## src/rtl/mem_access_unit_if.sv

```systemverilog
// -----------------------------------------------------------------------------
// mem_access_unit_if
// Purpose : data-SRAM request/response bus between the memory access unit
//           (master) and the data SRAM (slave).
// Signals : data_sram_req/wr/wstrb/addr/wdata  master -> slave request fields
//           data_sram_addr_ok                  slave accepted the request
//           data_sram_data_ok/rdata            slave returns the response
// -----------------------------------------------------------------------------
interface mem_access_unit_if;
    logic        data_sram_req;
    logic        data_sram_wr;
    logic [3:0]  data_sram_wstrb;
    logic [31:0] data_sram_addr;
    logic [31:0] data_sram_wdata;
    logic        data_sram_addr_ok;
    logic        data_sram_data_ok;
    logic [31:0] data_sram_rdata;

    modport master (
        output data_sram_req, data_sram_wr, data_sram_wstrb,
               data_sram_addr, data_sram_wdata,
        input  data_sram_addr_ok, data_sram_data_ok, data_sram_rdata
    );

    modport slave (
        input  data_sram_req, data_sram_wr, data_sram_wstrb,
               data_sram_addr, data_sram_wdata,
        output data_sram_addr_ok, data_sram_data_ok, data_sram_rdata
    );
endinterface

```

## src/rtl/mem_access_unit.sv

```systemverilog
// -----------------------------------------------------------------------------
// mem_access_unit
// Purpose : executes MIPS-style loads/stores (LB/LH/LW/LBU/LHU/SB/SH/SW) over
//           a split address/data handshake SRAM bus, with alignment
//           exceptions, pipeline stall and flush/drain handling.
// Ports   : clk, rst          clock, asynchronous active-high reset
//           mem_en, mem_wr    access present / store(1) vs load(0)
//           op, addr, wdata   opcode, effective address, store data
//           flush             cancel the current access
//           sram              data-SRAM bus (master side)
//           rdata             formatted load result
//           done, stall       access complete / hold the pipeline
//           adel, ades        load / store address-error pulse
//           bad_addr          faulting address during adel/ades
// -----------------------------------------------------------------------------
module mem_access_unit (
    input  logic                     clk,
    input  logic                     rst,
    input  logic                     mem_en,
    input  logic                     mem_wr,
    input  logic [5:0]               op,
    input  logic [31:0]              addr,
    input  logic [31:0]              wdata,
    input  logic                     flush,
    mem_access_unit_if.master        sram,
    output logic [31:0]              rdata,
    output logic                     done,
    output logic                     stall,
    output logic                     adel,
    output logic                     ades,
    output logic [31:0]              bad_addr
);

    typedef enum logic [2:0] {
        S_IDLE, S_REQ, S_WAIT, S_RESP, S_DRAIN
    } state_t;

    state_t      r_state;
    state_t      w_next;

    logic [5:0]  r_op;
    logic [31:0] r_addr;
    logic [31:0] r_wdata;
    logic        r_wr;
    logic [31:0] r_rdata;

    logic        w_aligned;
    logic        w_access;
    logic        w_start;
    logic        w_misalign;
    logic [7:0]  w_byte;
    logic [15:0] w_half;
    logic [31:0] w_load_fmt;

    // op[1:0] encodes access size for every supported opcode: 00 byte,
    // 01 halfword, 11 word.
    always_comb begin
        case (op[1:0])
            2'b00:   w_aligned = 1'b1;
            2'b01:   w_aligned = ~addr[0];
            default: w_aligned = (addr[1:0] == 2'b00);
        endcase
    end

    // Gated by rst so that no input-driven output can leak out during reset.
    assign w_access   = mem_en & ~flush & ~rst & (r_state == S_IDLE);
    assign w_start    = w_access & w_aligned;
    assign w_misalign = w_access & ~w_aligned;

    // ---------------- state register ----------------
    // NOTE: sequential state uses non-blocking assignments so every flop
    // samples the pre-edge values, independent of block ordering.
    always_ff @(posedge clk or posedge rst) begin
        if (rst) r_state <= S_IDLE;
        else     r_state <= w_next;
    end

    // ---------------- next-state logic ----------------
    // NOTE: w_next gets a default before the case so no path infers a latch.
    always_comb begin
        w_next = r_state;
        case (r_state)
            S_IDLE:  if (w_start) w_next = S_REQ;
            S_REQ: begin
                if (flush)          w_next = sram.data_sram_addr_ok ? S_DRAIN : S_IDLE;
                else if (sram.data_sram_addr_ok) w_next = S_WAIT;
            end
            S_WAIT: begin
                if (sram.data_sram_data_ok) w_next = flush ? S_IDLE : S_RESP;
                else if (flush)             w_next = S_DRAIN;
            end
            S_RESP:  w_next = S_IDLE;
            S_DRAIN: if (sram.data_sram_data_ok) w_next = S_IDLE;
            default: w_next = S_IDLE;
        endcase
    end

    // ---------------- outputs ----------------
    always_comb begin
        sram.data_sram_req = 1'b0;
        done               = 1'b0;
        stall              = 1'b0;
        adel               = w_misalign & ~mem_wr;
        ades               = w_misalign &  mem_wr;
        bad_addr           = w_misalign ? addr : 32'h0;
        case (r_state)
            S_IDLE: begin
                done  = w_misalign;
                stall = w_start;
            end
            S_REQ: begin
                sram.data_sram_req = 1'b1;
                stall              = 1'b1;
            end
            S_WAIT:  stall = 1'b1;
            S_RESP:  done  = 1'b1;
            S_DRAIN: stall = mem_en;
            default: ;
        endcase
    end

    // ---------------- request fields ----------------
    always_ff @(posedge clk or posedge rst) begin
        if (rst) begin
            r_op    <= 6'h0;
            r_addr  <= 32'h0;
            r_wdata <= 32'h0;
            r_wr    <= 1'b0;
        end else if (w_start) begin
            r_op    <= op;
            r_addr  <= addr;
            r_wdata <= wdata;
            r_wr    <= mem_wr;
        end
    end

    assign sram.data_sram_addr = r_addr;
    assign sram.data_sram_wr   = r_wr;

    // Store lanes: replicate the narrow data across the word; the strobe picks
    // the lane the SRAM actually writes.
    always_comb begin
        case (r_op[1:0])
            2'b00: begin
                sram.data_sram_wstrb = 4'b0001 << r_addr[1:0];
                sram.data_sram_wdata = {4{r_wdata[7:0]}};
            end
            2'b01: begin
                sram.data_sram_wstrb = r_addr[1] ? 4'b1100 : 4'b0011;
                sram.data_sram_wdata = {2{r_wdata[15:0]}};
            end
            default: begin
                sram.data_sram_wstrb = 4'b1111;
                sram.data_sram_wdata = r_wdata;
            end
        endcase
        if (!r_wr) sram.data_sram_wstrb = 4'b0000;
    end

    // ---------------- load formatting ----------------
    assign w_byte = sram.data_sram_rdata[{r_addr[1:0], 3'b000} +: 8];
    assign w_half = sram.data_sram_rdata[{r_addr[1], 4'b0000} +: 16];

    // r_op[2] marks the unsigned variants (LBU/LHU).
    always_comb begin
        case (r_op[2:0])
            3'b000:  w_load_fmt = {{24{w_byte[7]}}, w_byte};
            3'b001:  w_load_fmt = {{16{w_half[15]}}, w_half};
            3'b100:  w_load_fmt = {24'h0, w_byte};
            3'b101:  w_load_fmt = {16'h0, w_half};
            default: w_load_fmt = sram.data_sram_rdata;
        endcase
    end

    // Only a live (non-flushed) load response updates rdata; drained data and
    // store acknowledgements are discarded.
    always_ff @(posedge clk or posedge rst) begin
        if (rst)
            r_rdata <= 32'h0;
        else if (r_state == S_WAIT && sram.data_sram_data_ok && !flush && !r_wr)
            r_rdata <= w_load_fmt;
    end

    assign rdata = r_rdata;

endmodule

```

## src/flat_wrapper.sv

```systemverilog
// flat-port wrapper written by rule: the top's interface ports become plain ports
module mem_access_unit_flat 
  (clk, rst, mem_en, mem_wr, op, addr, wdata, flush, rdata, done, stall, adel, ades, bad_addr, sram_data_sram_req, sram_data_sram_wr, sram_data_sram_wstrb, sram_data_sram_addr, sram_data_sram_wdata, sram_data_sram_addr_ok, sram_data_sram_data_ok, sram_data_sram_rdata);
  mem_access_unit_if sram_i ();
  input  logic clk;
  input  logic rst;
  input  logic mem_en;
  input  logic mem_wr;
  input  logic [5:0] op;
  input  logic [31:0] addr;
  input  logic [31:0] wdata;
  input  logic flush;
  output logic [31:0] rdata;
  output logic done;
  output logic stall;
  output logic adel;
  output logic ades;
  output logic [31:0] bad_addr;
  output wire logic [$bits(sram_i.data_sram_req)-1:0] sram_data_sram_req;
  output wire logic [$bits(sram_i.data_sram_wr)-1:0] sram_data_sram_wr;
  output wire logic [$bits(sram_i.data_sram_wstrb)-1:0] sram_data_sram_wstrb;
  output wire logic [$bits(sram_i.data_sram_addr)-1:0] sram_data_sram_addr;
  output wire logic [$bits(sram_i.data_sram_wdata)-1:0] sram_data_sram_wdata;
  input wire logic [$bits(sram_i.data_sram_addr_ok)-1:0] sram_data_sram_addr_ok;
  input wire logic [$bits(sram_i.data_sram_data_ok)-1:0] sram_data_sram_data_ok;
  input wire logic [$bits(sram_i.data_sram_rdata)-1:0] sram_data_sram_rdata;
  assign sram_data_sram_req = sram_i.data_sram_req;
  assign sram_data_sram_wr = sram_i.data_sram_wr;
  assign sram_data_sram_wstrb = sram_i.data_sram_wstrb;
  assign sram_data_sram_addr = sram_i.data_sram_addr;
  assign sram_data_sram_wdata = sram_i.data_sram_wdata;
  assign sram_i.data_sram_addr_ok = sram_data_sram_addr_ok;
  assign sram_i.data_sram_data_ok = sram_data_sram_data_ok;
  assign sram_i.data_sram_rdata = sram_data_sram_rdata;
  mem_access_unit u_core (.clk(clk), .rst(rst), .mem_en(mem_en), .mem_wr(mem_wr), .op(op), .addr(addr), .wdata(wdata), .flush(flush), .sram(sram_i), .rdata(rdata), .done(done), .stall(stall), .adel(adel), .ades(ades), .bad_addr(bad_addr));
endmodule
```

## config.mk

```make
export PLATFORM = sky130hd
export DESIGN_NAME = mem_access_unit_flat
export DESIGN_NICKNAME = d
export VERILOG_FILES = /design/src/rtl/mem_access_unit_if.sv /design/src/rtl/mem_access_unit.sv /design/src/flat_wrapper.sv
export SDC_FILE = /design/constraint.sdc
export NUM_CORES = 1
export LEC_CHECK = 0
export CAP_MARGIN = 5
export CORE_ASPECT_RATIO = 0.9
export CORE_MARGIN = 5
export CORE_UTILIZATION = 40
export DETAILED_ROUTE_END_ITERATION = 10
export PLACE_DENSITY = 0.85
export REMOVE_ABC_BUFFERS = 1
export SLEW_MARGIN = 20
export SYNTH_ARGS = -nofsm -noshare
export SYNTH_HDL_FRONTEND = slang
export SYNTH_SLANG_ARGS = --single-unit
```

## constraint.sdc

```tcl
create_clock -name clk -period 5.2 [get_ports clk]
set_clock_uncertainty 0.05 [all_clocks]
set_input_delay 0.52 -clock clk [delete_from_list [all_inputs] [get_ports clk]]
set_output_delay 0.52 -clock clk [all_outputs]
set_load 0.01 [all_outputs]
```

# ---- Word level (Yosys, flattened, before mapping)
# Cells that the tools add are included.
# W data, S select, Z words.
dict set report totals {
  ff_bits 103
  latchBits 0
  mem_bits_rw 0
  romBits 0
  inputBits 109
  output_inout_bits 138
  word_cells 65
  mem_count 0
}
dict set report op_classes {
  add_sub_neg 0
  n_mul 0
  div 0
  order_cmp 0
  eq_ne 13
  shifts 3
  muxes 19
  bitwise 12
  n_reduce_logical 12
}
# operator count
set op_table {}
lappend op_table {{$pmux W32 S4} 1}
lappend op_table {{$pmux W32 S2} 1}
lappend op_table {{$mux W32} 1}
lappend op_table {{$shiftx A32 B6 Y16} 1}
lappend op_table {{$shiftx A32 B6 Y8} 1}
lappend op_table {{$mux W3} 7}
lappend op_table {{$pmux W3 S4} 1}
lappend op_table {{$eq A3 B3 Y1 const B} 3}
lappend op_table {{$mux W4} 2}
lappend op_table {{$pmux W4 S2} 1}
lappend op_table {{$and A1 B1 Y1} 7}
lappend op_table {{$eq A3 B1 Y1 const B} 2}
lappend op_table {{$eq A3 B2 Y1 const B} 2}
lappend op_table {{$logic_not A2 Y1} 3}
lappend op_table {{$logic_not A3 Y1} 2}
lappend op_table {{$ne A3 B3 Y1 const B} 2}
lappend op_table {{$not A1 Y1} 5}
lappend op_table {{$eq A2 B1 Y1 const B} 2}
lappend op_table {{$pmux W1 S2} 2}
lappend op_table {{$reduce_and A4 Y1} 1}
lappend op_table {{$shl A1 B2 Y4 const A} 1}
lappend op_table {{$logic_and A1 B1 Y1} 3}
lappend op_table {{$pmux W1 S3} 1}
lappend op_table {{$logic_not A1 Y1} 2}
lappend op_table {{5 further kinds} 5}

# ---- Depth between registers and ports, before layout
# Gate-level depths: netlist of the first run.
dict set report logic_depth {
  ltp_word 7
  depth_mapped 7
  depth_no_buf 4
}

# ---- Worst setup path after synthesis of the first run
# No wires, ideal clock.
dict set report synth_path {
  path_type {in2out}
  from {input port mem_en}
  to {output port bad_addr[10]}
  t_arrival_ps 1645
  required_ps 4630
  setup_slack_ps 2985
  stages 5
  n_path_buf 1
  path_cell_list {or3b_4 -> nand2b_1 -> a21oi_2 -> clkbuf_1 -> and2_1}
}
dict set report synth_via {
  elab_chain_cells 5
}
# item line_no
set synth_lines {}
lappend synth_lines {{from (decl)} flat_wrapper.sv:7} ;# input logic mem_en;
lappend synth_lines {{$and A1 B1 Y1 (3 in a row)} mem_access_unit.sv:66} ;# assign w_access = mem_en & ~flush & ~rst & (r_state == S_IDLE);
lappend synth_lines {{$and A1 B1 Y1} mem_access_unit.sv:68} ;# assign w_misalign = w_access & ~w_aligned;
lappend synth_lines {{$mux W32} mem_access_unit.sv:105} ;# bad_addr = w_misalign ? addr : 32'h0;
lappend synth_lines {{to (decl)} flat_wrapper.sv:18} ;# output logic [31:0] bad_addr;
# No other way between the ends.

# ---- Worst setup path after layout of the first run
dict set report layout_path {
  from {input port flush}
  to {output port adel}
}
dict set report layout_via {
  elab_chain_cells 6
}
# item line_no
set layout_lines {}
lappend layout_lines {{from (decl)} flat_wrapper.sv:12} ;# input logic flush;
lappend layout_lines {{$not A1 Y1} mem_access_unit.sv:66}
lappend layout_lines {{$and A1 B1 Y1 (3 in a row)} mem_access_unit.sv:66}
lappend layout_lines {{$and A1 B1 Y1} mem_access_unit.sv:68}
lappend layout_lines {{$and A1 B1 Y1} mem_access_unit.sv:103} ;# adel = w_misalign & ~mem_wr;
lappend layout_lines {{to (decl)} flat_wrapper.sv:16} ;# output logic adel;
# No other way between the ends.

==> results_dict.tcl, run 1 <==
set metrics [dict create \
    power.share.clock 0.219 \
    rows 39 \
    grt_pass1_wl_mm 25.3 \
    fin_cells 854 \
    r2r-end "u_core.rdata[18]" \
    drt_iter0_markers 325 \
    final_max_slew_viol_count 0 \
    routed_wl_mm 16.2 \
    ys_seq_area_frac 0.498 \
    syn_to_final_growth_pct 53.8 \
    netlist_instances 464 \
    min_path_type "reg2reg" \
    dieArea_um2 15300 \
    post_synth_instance_area_um2 5170 \
    num-fill-cells 988 \
    endpoint_kind "primary output" \
    cts_hold_buf 0 \
    antenna_found_initial 0 \
    max_freq_ghz 0.282 \
    yosysWarnings 0 \
    synth_area_per_cell_um2 11.2 \
    postSynth.asyncResetShare 1.00 \
    fin_crit_sh 0.683 \
    critical_path_class "in2out" \
    switching_power_mw 1.06 \
    ff2ff_setup_slack_ns 2.69 \
    die_height_um 118 \
    p_int_mw 2.30 \
    max-vdd-ir-drop_v 0.000260 \
    cts_root_buf "clkbuf_16" \
    grt_max_degree 70 \
    gp_congestion 0.894 \
    fin_setup_tns_ns 0 \
    die_w_um 130 \
    grt_pass1_vias 4786 \
    htreeDepth 3 \
    synthFlopType "dfrtp_1" \
    pwr-share-comb 0.422 \
    track_usage 0.209 \
    dr.pass1.iters 5 \
    worstPathArrival_ns 2.98 \
    cts_resized 0 \
    fp.coreArea_um2 12700 \
    clockBufferDepth 2 \
    power_mw 3.36 \
    relSlewSlack 0.349 \
    synth_cell_type_count 39 \
    worst_pin_slew_ns 0.976 \
    crit_path_start_kind "input pin" \
    holdWs_ns 0.432 \
    vias 4454 \
    diodes 0 \
    worstPathRequired_ns 4.63 \
    ys_ff_latch 103 \
    pwr-share-seq 0.359 \
    r2r_start "u_core.sram.data_sram_addr[1]" \
    nets 794 \
    final_util 0.627 \
    post_drt_wl_per_cell_um 18.9 \
    status "complete, no violations" \
    clk_pin_slew_worst_paths_ns 0.06 \
    dpl-instance-area_um2 7620 \
    detailedPlacementHpwl_mm 11.9 \
    insertion_delay_ns 0.34 \
    tritoncts "built" \
    cts_buffers 9 \
    hold_path_depth 1 \
    post-route-min-period_ns 3.55 \
    p_sw_frac 0.316 \
    setup_viol 0 \
    start_util 0.408 \
    io_buffer_count 243 \
    r2r_cells 3 \
    p_leak_nw 3.39 \
    numClockSinks 103 \
    hold_end "u_core.rdata[8]" \
    drv_cap 0 \
    grt_setup_unrepaired "no" \
    drive_gt1_frac 0.159 \
    drt-vias-per-instance 5.22 \
    drc_errors 0 \
    grt_remaining_overflow 0 \
    postRouteAntennaNets 0 \
    final_cell_area_um2 7960 \
    dp.cells 838 \
    synth_edf_count 0 \
    hp-start "u_core.rdata[8]" \
    hold_viol_final 0 \
    pre_cts_slack_ns 1.36 \
    cellPowerDensity_nw_per_um2 422 \
    worstPathMaxFanout 35 \
    fin_ws_ns 1.65 \
    pin_count 247 \
    postCtsSetupRepairBufs 0 \
]
## placed cells by master, fill, tap and decap left out, types with 2 or more instances in the layout
master	instances
nor2_1	34
dfrtp_1	102
o21ai_0	12
a21oi_1	34
nand2b_1	9
clkbuf_8	5
clkdlybuf4s50_1	243
inv_1	9
mux2_2	79
o21a_1	3
o211ai_1	6
a21o_1	10
mux2_1	6
nand2_1	36
mux2i_1	14
buf_4	5
nor2b_1	6
and2_1	34
a21oi_2	2
nor3_1	2
mux4_2	2
clkbuf_16	9
a221oi_1	8
nand3_1	2
## cell usage after synthesis (2+ instances only)
library cell,instances,area [µm²]
mux2_1,6,67.6
mux2_2,79,890
nor2b_1,6,37.5
o21ai_0,12,60.1
buf_4,11,82.6
a21oi_1,34,170
o211ai_1,6,45.0
nand2_1,36,135
and2_1,34,213
mux2i_1,14,140
a21oi_2,3,26.3
a21o_1,10,75.1
o21a_1,3,22.5
a221oi_1,8,70.1
nand2b_1,9,56.3
nor3_1,2,10.0
nand3_1,2,10.0
buf_1,2,7.51
clkbuf_1,12,45.0
nor2_1,34,128
buf_2,7,35.0
dfrtp_1,103,2580
buf_6,5,56.3
mux4_2,2,45.0
inv_1,10,37.5
## kinds of logic after synthesis
logic type             count (synthesis)  synth area share
AO/OA/AOI/OAI                         82             0.100
XOR/XNOR                               1           0.00169
buffers and inverters                 48            0.0520
flip-flops                           103             0.498
multiplexers                         101             0.221
AND/OR/NAND/NOR                      129             0.127
## power by group through the flow
stage	Clock [mW]	Combinational, mW	Sequential, mW
after global routing	0.780	1.53	1.24
after detailed placement	0	1.43	1.22
final	0.734	1.42	1.21
after global placement	0	1.40	1.20
after floorplan	0	0.519	1.29
after CTS	0.745	1.44	1.21
## how the worst max path moves through the flow
| stage | from | endpoint | slack (ns) | depth (start not counted) |
|---|---|---|---|---|
| after global routing | flush | adel | 1.48 | 6 |
| after detailed placement | flush | adel | 1.36 | 6 |
| after CTS | flush | adel | 1.35 | 6 |
| after global placement | flush | bad_addr[26] | 1.53 | 6 |
| final | flush | adel | 1.65 | 6 |
| after floorplan | rst | u_core.r_op[0] | 1.93 | 1 |
## sequential cells by signal, summed over array words and instances (netlist names)
| register | flops |
|---|---|
| u_core.rdata | 32 |
| u_core.r_op | 3 |
| u_core.sram.data_sram_wr | 1 |
| u_core.r_state | 3 |
| u_core.sram.data_sram_addr | 32 |
| u_core.r_wdata | 32 |
## worst max-delay path, cell delays in order
cell and delay [ns]:
clkdlybuf4s50_1 0.51, nor3_1 0.43, nand2b_1 0.16, a21oi_4 0.56, nor2b_1 0.24, clkdlybuf4s50_1 0.56
## final cells by class
| type | count | area [µm²] | area share |
|---|---|---|---|
| Clock inverter | 2 | 35.0 | 0.00440 |
| Sequential cell | 103 | 2580 | 0.324 |
| Timing Repair Buffer | 248 | 2470 | 0.310 |
| Clock buffer | 14 | 294 | 0.0369 |
| Inverter | 10 | 40.0 | 0.00503 |
| Tap cell | 164 | 205 | 0.0258 |
| Multi-Input combinational cell | 313 | 2340 | 0.294 |
## per-layer routing
metal,wire [µm],track usage,vias to the layer above
met2,7860,0.349,215
met4,342,0.0701,0
met3,1680,0.0726,27
li1,-,-,2048
met5,0,0,-
met1,6300,0.249,2164
Power figures use the tool's default switching activity.
==> inputs of run 2 (changes only) <==
clock period = 3.47 ns   (was 5.2 ns; I/O delays follow)
==> results_dict.tcl, run 2 (synthesized netlist as in run 1, its figures left out) <==
set metrics [dict create \
    io_buffer_count 243 \
    pwr-share-comb 0.419 \
    insertion_delay_ns 0.35 \
    crit_path_start_kind "flop" \
    post_drt_wl_per_cell_um 19.1 \
    cts_hold_buf 0 \
    drive_gt1_frac 0.160 \
    numClockSinks 103 \
    final_common_cell "clkdlybuf4s50_1" \
    start_util 0.408 \
    drv_cap 0 \
    grt_remaining_overflow 0 \
    worstPathRequired_ns 3.07 \
    fin_setup_tns_ns 0 \
    diodes 0 \
    mostFrequentLayoutCells "243 x clkdlybuf4s50_1, 102 x dfrtp_1, 79 x mux2_2" \
    fp.coreArea_um2 12700 \
    num-fill-cells 999 \
    cts_buffers 9 \
    setup_viol 0 \
    vias 4464 \
    grt_pass1_vias 4811 \
    grt_max_degree 70 \
    grt_setup_unrepaired "no" \
    max_freq_ghz 0.314 \
    endpoint_kind "primary output" \
    layout.area.seq_um2 2580 \
    critical_path_class "reg2out" \
    cellPowerDensity_nw_per_um2 637 \
    power.share.clock 0.223 \
    routed_wl_mm 16.4 \
    postRouteAntennaNets 0 \
    final_max_slew_viol_count 0 \
    nets 798 \
    r2r-end "u_core.rdata[29]" \
    p_sw_frac 0.313 \
    pwr-share-seq 0.358 \
    multiInputGateArea_um2 2330 \
    ff2ff_setup_slack_ns 1.24 \
    r2r_start "u_core.r_op[0]" \
    worstPathMaxFanout 27 \
    dr.pass1.iters 4 \
    relSlewSlack 0.371 \
    track_usage 0.210 \
    dieArea_um2 15300 \
    cts_root_buf "clkbuf_16" \
    p_leak_nw 3.40 \
    antenna_found_initial 0 \
    drt-vias-per-instance 5.21 \
    min_path_type "in2async" \
    postCtsSetupRepairBufs 0 \
    hold_viol_final 0 \
    clockBufferDepth 2 \
    status "complete, no violations" \
    worstPathArrival_ns 2.78 \
    rows 39 \
    switching_power_mw 1.59 \
    pin_count 247 \
    syn_to_final_growth_pct 54.4 \
    power_mw 5.09 \
    tritoncts "built" \
    post-route-min-period_ns 3.18 \
    max-vdd-ir-drop_v 0.000437 \
    clk_pin_slew_worst_paths_ns 0.07 \
    cts_resized 0 \
    worst_pin_slew_ns 0.943 \
    detailedPlacementHpwl_mm 12.3 \
    r2r_cells 4 \
    die_height_um 118 \
    grt_pass1_wl_mm 25.4 \
    fin_crit_sh 0.917 \
    p_int_mw 3.50 \
    drt_iter0_markers 200 \
    htreeDepth 3 \
    drc_errors 0 \
    die_w_um 130 \
    gp_congestion 0.882 \
]
[run 2: cell types whose count changed in the layout (fill, tap and decap cells not counted), sizes merged]
cell | previous run | this run
buf | 5 | 9
bufinv | 1 | 3
clkbuf | 14 | 11
[run 2: power groups by stage]
stage	Combinational [mW]	Clock (mW)	Sequential [mW]
final	2.14	1.13	1.82
after global routing	2.30	1.21	1.87
after detailed placement	2.15	0	1.84
after CTS	2.16	1.17	1.82
after floorplan	0.778	0	1.94
after global placement	2.11	0	1.81
[run 2: area by class of cell]
type	count	share of cell area
clock inverters	4	0.0119
flip-flops and latches	103	0.323
clock buffers	11	0.0291
well taps	164	0.0257
multi-input cells	313	0.291
repair buffers	252	0.314
inverters	10	0.00501
[run 2: per-layer routing]
metal / wire length, µm / vias to the layer above / global-route usage
met2: 7990 / 208 / 0.344
met5: 0 / - / 0
met3: 1780 / 24 / 0.0862
met1: 6250 / 2179 / 0.248
met4: 340 / 0 / 0.0714
li1: - / 2053 / -
[run 2: per-stage QoR]
step	setup WS (ns)	hold slack, ns	instance area, µm²	utilization	std cells
3_5_place_dp	0.317	0.425	7660	0.604	842
4_1_cts	0.259	0.440	7990	0.630	857
2_1_floorplan	0.369	0.368	4940	-	426
6_report	0.289	0.431	7990	0.630	857
5_1_grt	0.129	0.458	7990	0.630	857
3_3_place_gp	0.449	0.419	7660	0.604	842
[run 2: worst max-delay path: stages (launching register included)]
cell,delay (ns)
dfrtp_1,0.48
or3b_4,0.45
nand2b_1,0.16
a21oi_2,0.32
buf_4,0.31
and2_1,0.16
clkdlybuf4s50_1,0.55
[run 2: worst max path at each step]
stage	slack (ns)	end	cells past startpoint	start
CTS	0.26	bad_addr[12]	6	u_core.r_state[0]
detailed placement	0.32	bad_addr[12]	7	flush
finish	0.29	bad_addr[12]	6	u_core.r_state[0]
floorplan	0.37	u_core.r_op[0]	1	rst
global route	0.13	bad_addr[14]	6	u_core.r_state[0]
global placement	0.45	bad_addr[26]	7	flush
